File: src/rtl/rx_sync_ctrl.sv
// rx_sync_ctrl: comma-based byte alignment controller.
// Acquires lane sync on COM runs and forwards payload bytes.
module rx_sync_ctrl #(
  parameter logic [7:0] COM      = 8'hBC,
  parameter logic [7:0] IDL      = 8'h7C,
  parameter int         SYNC_CNT = 4,
  parameter int         WINDOW   = 16
) (
  input  logic       clk_4f,
  input  logic       reset,
  input  logic       enable,
  input  logic [7:0] byte_in,
  input  logic       byte_valid,
  output logic [7:0] data_out,
  output logic       valid_out,
  output logic       active,
  output logic [1:0] state,
  output logic [2:0] loss_count
);

  localparam int CW = $clog2(SYNC_CNT + 1);
  localparam int WW = $clog2(WINDOW + 1);

  typedef enum logic [1:0] {
    IDLE   = 2'd0,
    SEARCH = 2'd1,
    SYNCED = 2'd2
  } st_e;

  st_e           state_q, state_d;
  logic [CW-1:0] com_q, com_d;
  logic [WW-1:0] win_q, win_d;
  logic [2:0]    loss_q, loss_d;
  logic [7:0]    dout_q, dout_d;
  logic          vout_q, vout_d;
  logic          active_q, active_d;
  logic          is_com;

  assign is_com = (byte_in == COM);

  // Next-state, counter and payload-forwarding logic
  always_comb begin
    state_d = state_q;
    com_d   = com_q;
    win_d   = win_q;
    loss_d  = loss_q;
    dout_d  = dout_q;
    vout_d  = 1'b0;
    if (!enable) begin
      state_d = IDLE;
      com_d   = '0;
      win_d   = '0;
    end else begin
      unique case (state_q)
        IDLE: begin
          state_d = SEARCH;
        end
        SEARCH: begin
          if (byte_valid) begin
            if (!is_com) begin
              com_d = '0;
            end else if (com_q == CW'(SYNC_CNT - 1)) begin
              state_d = SYNCED;
              com_d   = '0;
              win_d   = '0;
            end else begin
              com_d = com_q + 1'b1;
            end
          end
        end
        SYNCED: begin
          if (byte_valid) begin
            if (is_com) begin
              win_d = '0;
            end else if (win_q == WW'(WINDOW - 1)) begin
              state_d = SEARCH;
              com_d   = '0;
              win_d   = '0;
              if (loss_q != 3'd7) begin
                loss_d = loss_q + 3'd1;
              end
            end else begin
              win_d = win_q + 1'b1;
              if (byte_in != IDL) begin
                vout_d = 1'b1;
                dout_d = byte_in;
              end
            end
          end
        end
        default: begin
          state_d = IDLE;
          com_d   = '0;
          win_d   = '0;
        end
      endcase
    end
    active_d = (state_d == SYNCED);
  end

  // State, counters and output registers
  always_ff @(posedge clk_4f or negedge reset) begin
    if (!reset) begin
      state_q  <= IDLE;
      com_q    <= '0;
      win_q    <= '0;
      loss_q   <= '0;
      dout_q   <= '0;
      vout_q   <= 1'b0;
      active_q <= 1'b0;
    end else begin
      state_q  <= state_d;
      com_q    <= com_d;
      win_q    <= win_d;
      loss_q   <= loss_d;
      dout_q   <= dout_d;
      vout_q   <= vout_d;
      active_q <= active_d;
    end
  end

  assign data_out   = dout_q;
  assign valid_out  = vout_q;
  assign active     = active_q;
  assign state      = state_q;
  assign loss_count = loss_q;

endmodule

File: config.mk
export PLATFORM = sky130hd
export DESIGN_NAME = rx_sync_ctrl
export DESIGN_NICKNAME = d
export VERILOG_FILES = /design/src/rtl/rx_sync_ctrl.sv
export SDC_FILE = /design/constraint.sdc
export NUM_CORES = 1
export LEC_CHECK = 0
export ABC_AREA = 1
export CORE_MARGIN = 2
export CORE_UTILIZATION = 50
export DETAILED_ROUTE_END_ITERATION = 6
export HOLD_SLACK_MARGIN = 0.08
export PLACE_DENSITY_LB_ADDON = 0.25
export SYNTH_ARGS = -nofsm -noshare
export SYNTH_HDL_FRONTEND = slang
export SYNTH_SLANG_ARGS = --single-unit
File: constraint.sdc
create_clock -name clk_4f -period 1.6 [get_ports clk_4f]
set_clock_uncertainty 0.05 [all_clocks]
set_input_delay 0.16 -clock clk_4f [delete_from_list [all_inputs] [get_ports clk_4f]]
set_output_delay 0.16 -clock clk_4f [all_outputs]
set_load 0.005 [all_outputs]
==> impl_metrics.py <==
metrics = {
    "place": {
        "place.port_buffers": 26,
        "dp_cells": 211,
        "place.gp.congestion": 0.869,
        "dp_slack_ns": -0.0334,
        "placement.cell_area_mm2": 0.00158,
        "detailed_place_hpwl_mm": 1.94,
    },
    "sta": {
        "hold_viol_final": 0,
        "timing.final.max_slew_violations": 0,
        "setup_repair_after_global_routing_missed_its_margin": "no",
        "worst_slack_ns": 0.109,
        "final-setup-viol-count": 0,
        "whs_ns": 0.135,
        "fmax_ghz": 0.671,
        "final.min_clock_period_ns": 1.49,
        "fin_tns_setup_ns": 0,
        "worst_tran_pin_value_ns": 0.361,
        "final_worst_path_period_share_pct": 93.2,
        "timing.slew.headroom_pct": 75.8,
    },
    "setup_path": {
        "critical_path.cell_chain": "ha_1, nand4_4, nand2_4, nor2_8, nand2_4, nand2_1, nand2_1",
        "r2r_start": "win_q[0]",
        "worst_setup_path_startpoint": "win_q[0]",
        "worst-endpoint-required_ns": 1.76,
        "type_of_the_setup_path_with_the_least_slack": "flop to flop",
        "worst-path-max-fanout": 9,
        "worst-r2r-setup-slack_ns": 0.11,
        "timing.critical_path.slowest_stage_cell": "dfrtp_1",
        "cpLargestDelayFamily": "simple AND/OR/NAND/NOR gates",
        "cp_num_cells": 7,
        "reg2reg_depth": 7,
        "endpoint_kind": "flop",
        "worst_path_largest_cell_delay_ns": 0.42,
        "timing.rr.end": "data_out[0]",
        "critical_path_buf_inv_count": 0,
        "critPathLaunchType": "flop",
        "cp.arrival_ns": 1.65,
        "timing.critical_path.to": "data_out[0]",
    },
    "outcome": {
        "run_status": "completed",
    },
    "synth": {
        "synth.yosys.seq_area_share_pct": 45.5,
        "synth_commonest_cells": "nand2_1, dfrtp_1, inv_1, nand3_1, nor2_1",
        "postSynth.topFlopCell": "dfrtp_1",
        "synth_nets": 168,
        "synth_top_cells_by_area": "dfrtp_1, nand2_1, nand3_1",
        "synth_area_per_cell_um2": 8.31,
        "synthesized_area_mm2": 0.00126,
        "synth_most_common_cell": "nand2_1",
        "yosys.cell_types.count": 24,
        "number_of_synthesized_flops_with_an_enable_pin": 0,
        "yosysWarningCount": 0,
        "synth_top_cell_area_share_pct": 45.5,
        "synthesis.instances": 152,
        "async_flop_share_pct": 100,
        "ys_ff_latch": 23,
        "synth_top_area_cell": "dfrtp_1",
    },
    "final_layout": {
        "drive_gt1_share_pct": 14.1,
        "synthToLayoutAreaGrowth_pct": 27.5,
        "finalCoreUtilization_pct": 66.3,
        "antenna_cells": 0,
        "area.sequential_um2": 576,
        "fillCellCount": 225,
        "final_cells": 215,
        "area_used_by_multi_input_combinational_logic_um2": 609,
        "final_cell_area_mm2": 0.00161,
        "design.final.nets": 202,
    },
    "global_routing": {
        "global_route_wire_length_before_repair_mm": 4.13,
        "antenna_found_initial": 0,
        "global_route.overflow_total": 0,
        "first_global_vias": 1031,
        "track_usage_pct": 19.3,
        "grt_start_max_net_pins": 24,
    },
    "route": {
        "post_drt_via_cell_ratio": 5.03,
        "routed_wl_mm": 2.49,
        "met1_wire_length_mm": 1.14,
        "drt_iter0_markers": 23,
        "num_vias": 1081,
        "dr.max_layer_used": "met4",
        "routed-wl-met3_um": 155,
        "dr.pass1.iters": 6,
        "remaining_design_rule_violation_count": 0,
        "antenna_left": 0,
        "routed-wl-met2_mm": 1.17,
        "route.detailed.wl_per_inst_um": 11.6,
    },
    "die": {
        "design.portCount": 27,
        "floorplan.rows": 18,
        "core_area_mm2": 0.00243,
        "die_x_um": 54.3,
        "floorplan.initialDensity_pct": 52.0,
        "chipHeight_um": 54.3,
        "die_area_mm2": 0.00295,
    },
    "power_and_ir_drop": {
        "pwr_density_cell_mw_per_mm2": 589,
        "static-leakage-power_nw": 0.852,
        "fin_total_pwr_mw": 0.949,
        "max-vdd-ir-drop_mv": 0.396,
    },
    "hold_path": {
        "holdCritPathClass": "primary input to asynchronous set/reset pin",
    },
    "clocking": {
        "cts_buffers": 3,
        "numClockSinks": 23,
        "cts_root_buffer": "clkbuf_4",
        "max_h_tree_level": 1,
        "post_cts.resized_instances": 0,
        "postCtsHoldBufs": 0,
        "maximum_number_of_buffers_from_clock_root_to_sink": 2,
        "cts.clk_slew.worst_paths_ns": 0.12,
        "cts_tree": "built",
        "clk_latency_worst_skew_pair_ns": 0.30,
        "post_cts_setup_buffer_count": 0,
    },
    "run": {
        "maxCapViolCount": 0,
    },
}
==> flip-flops by register name, summed over array words and instances, names as in the netlist <==
register    cells
loss_count      3
active          1
com_q           3
win_q           5
valid_out       1
state           2
data_out        8
==> cells in the final DEF (no fill, tap or decap), types with 2 or more instances in the layout <==
cell,instances
clkdlybuf4s50_1,26
inv_2,3
nor2_1,12
nand2_1,43
a21oi_1,2
ha_1,4
nand4_1,3
nor2_2,3
clkbuf_4,3
nor2_8,2
inv_1,18
buf_4,3
nand2_4,3
o21ai_1,6
dfrtp_1,23
nand2_2,2
nand3_1,18
==> area by class of cell <==
| cell class | instances | area share, % |
|---|---|---|
| multi-input combinational | 108 | 37.8 |
| clock buffer | 3 | 1.40 |
| clock inverter | 1 | 0.311 |
| tap | 30 | 2.33 |
| timing repair buffer | 29 | 17.5 |
| sequential | 23 | 35.7 |
| inverter | 21 | 4.89 |
==> metal layers <==
metal,GRT usage [%],up-vias
met5,0,-
met4,7.50,0
met2,32.5,36
li1,-,552
met1,24.9,489
met3,2.73,4
==> cells by family after synthesis <==
family          Yosys count  share of synthesized area [%]
simple gates             93                           39.1
flops                    23                           45.5
buf+inv                  21                           6.24
compound gates            9                           3.76
fa+ha+maj                 4                           3.96
xor+xnor                  2                           1.39
==> power breakdown <==
part	switching, mW	internal [mW]
registers	0.00149	0.583
clock network	0.168	0.0933
logic	0.0586	0.0446
==> worst min path at each step <==
stage                             end  slack, ns  depth (start not counted)
after global routing      data_out[5]       0.15                          2
after global placement       win_q[4]       0.40                          2
after detailed placement     win_q[4]       0.41                          2
after floorplan                active      -0.19                          0
final                     data_out[5]       0.13                          2
after CTS                 data_out[3]       0.14                          2
==> worst reg2reg max path, delay by kind of cell (launching register included) <==
kind | cells | cell delay (ns)
fa+ha+maj | 1 | 0.27
flops | 1 | 0.42
simple gates | 6 | 0.65
Power figures use the tool's default switching activity.
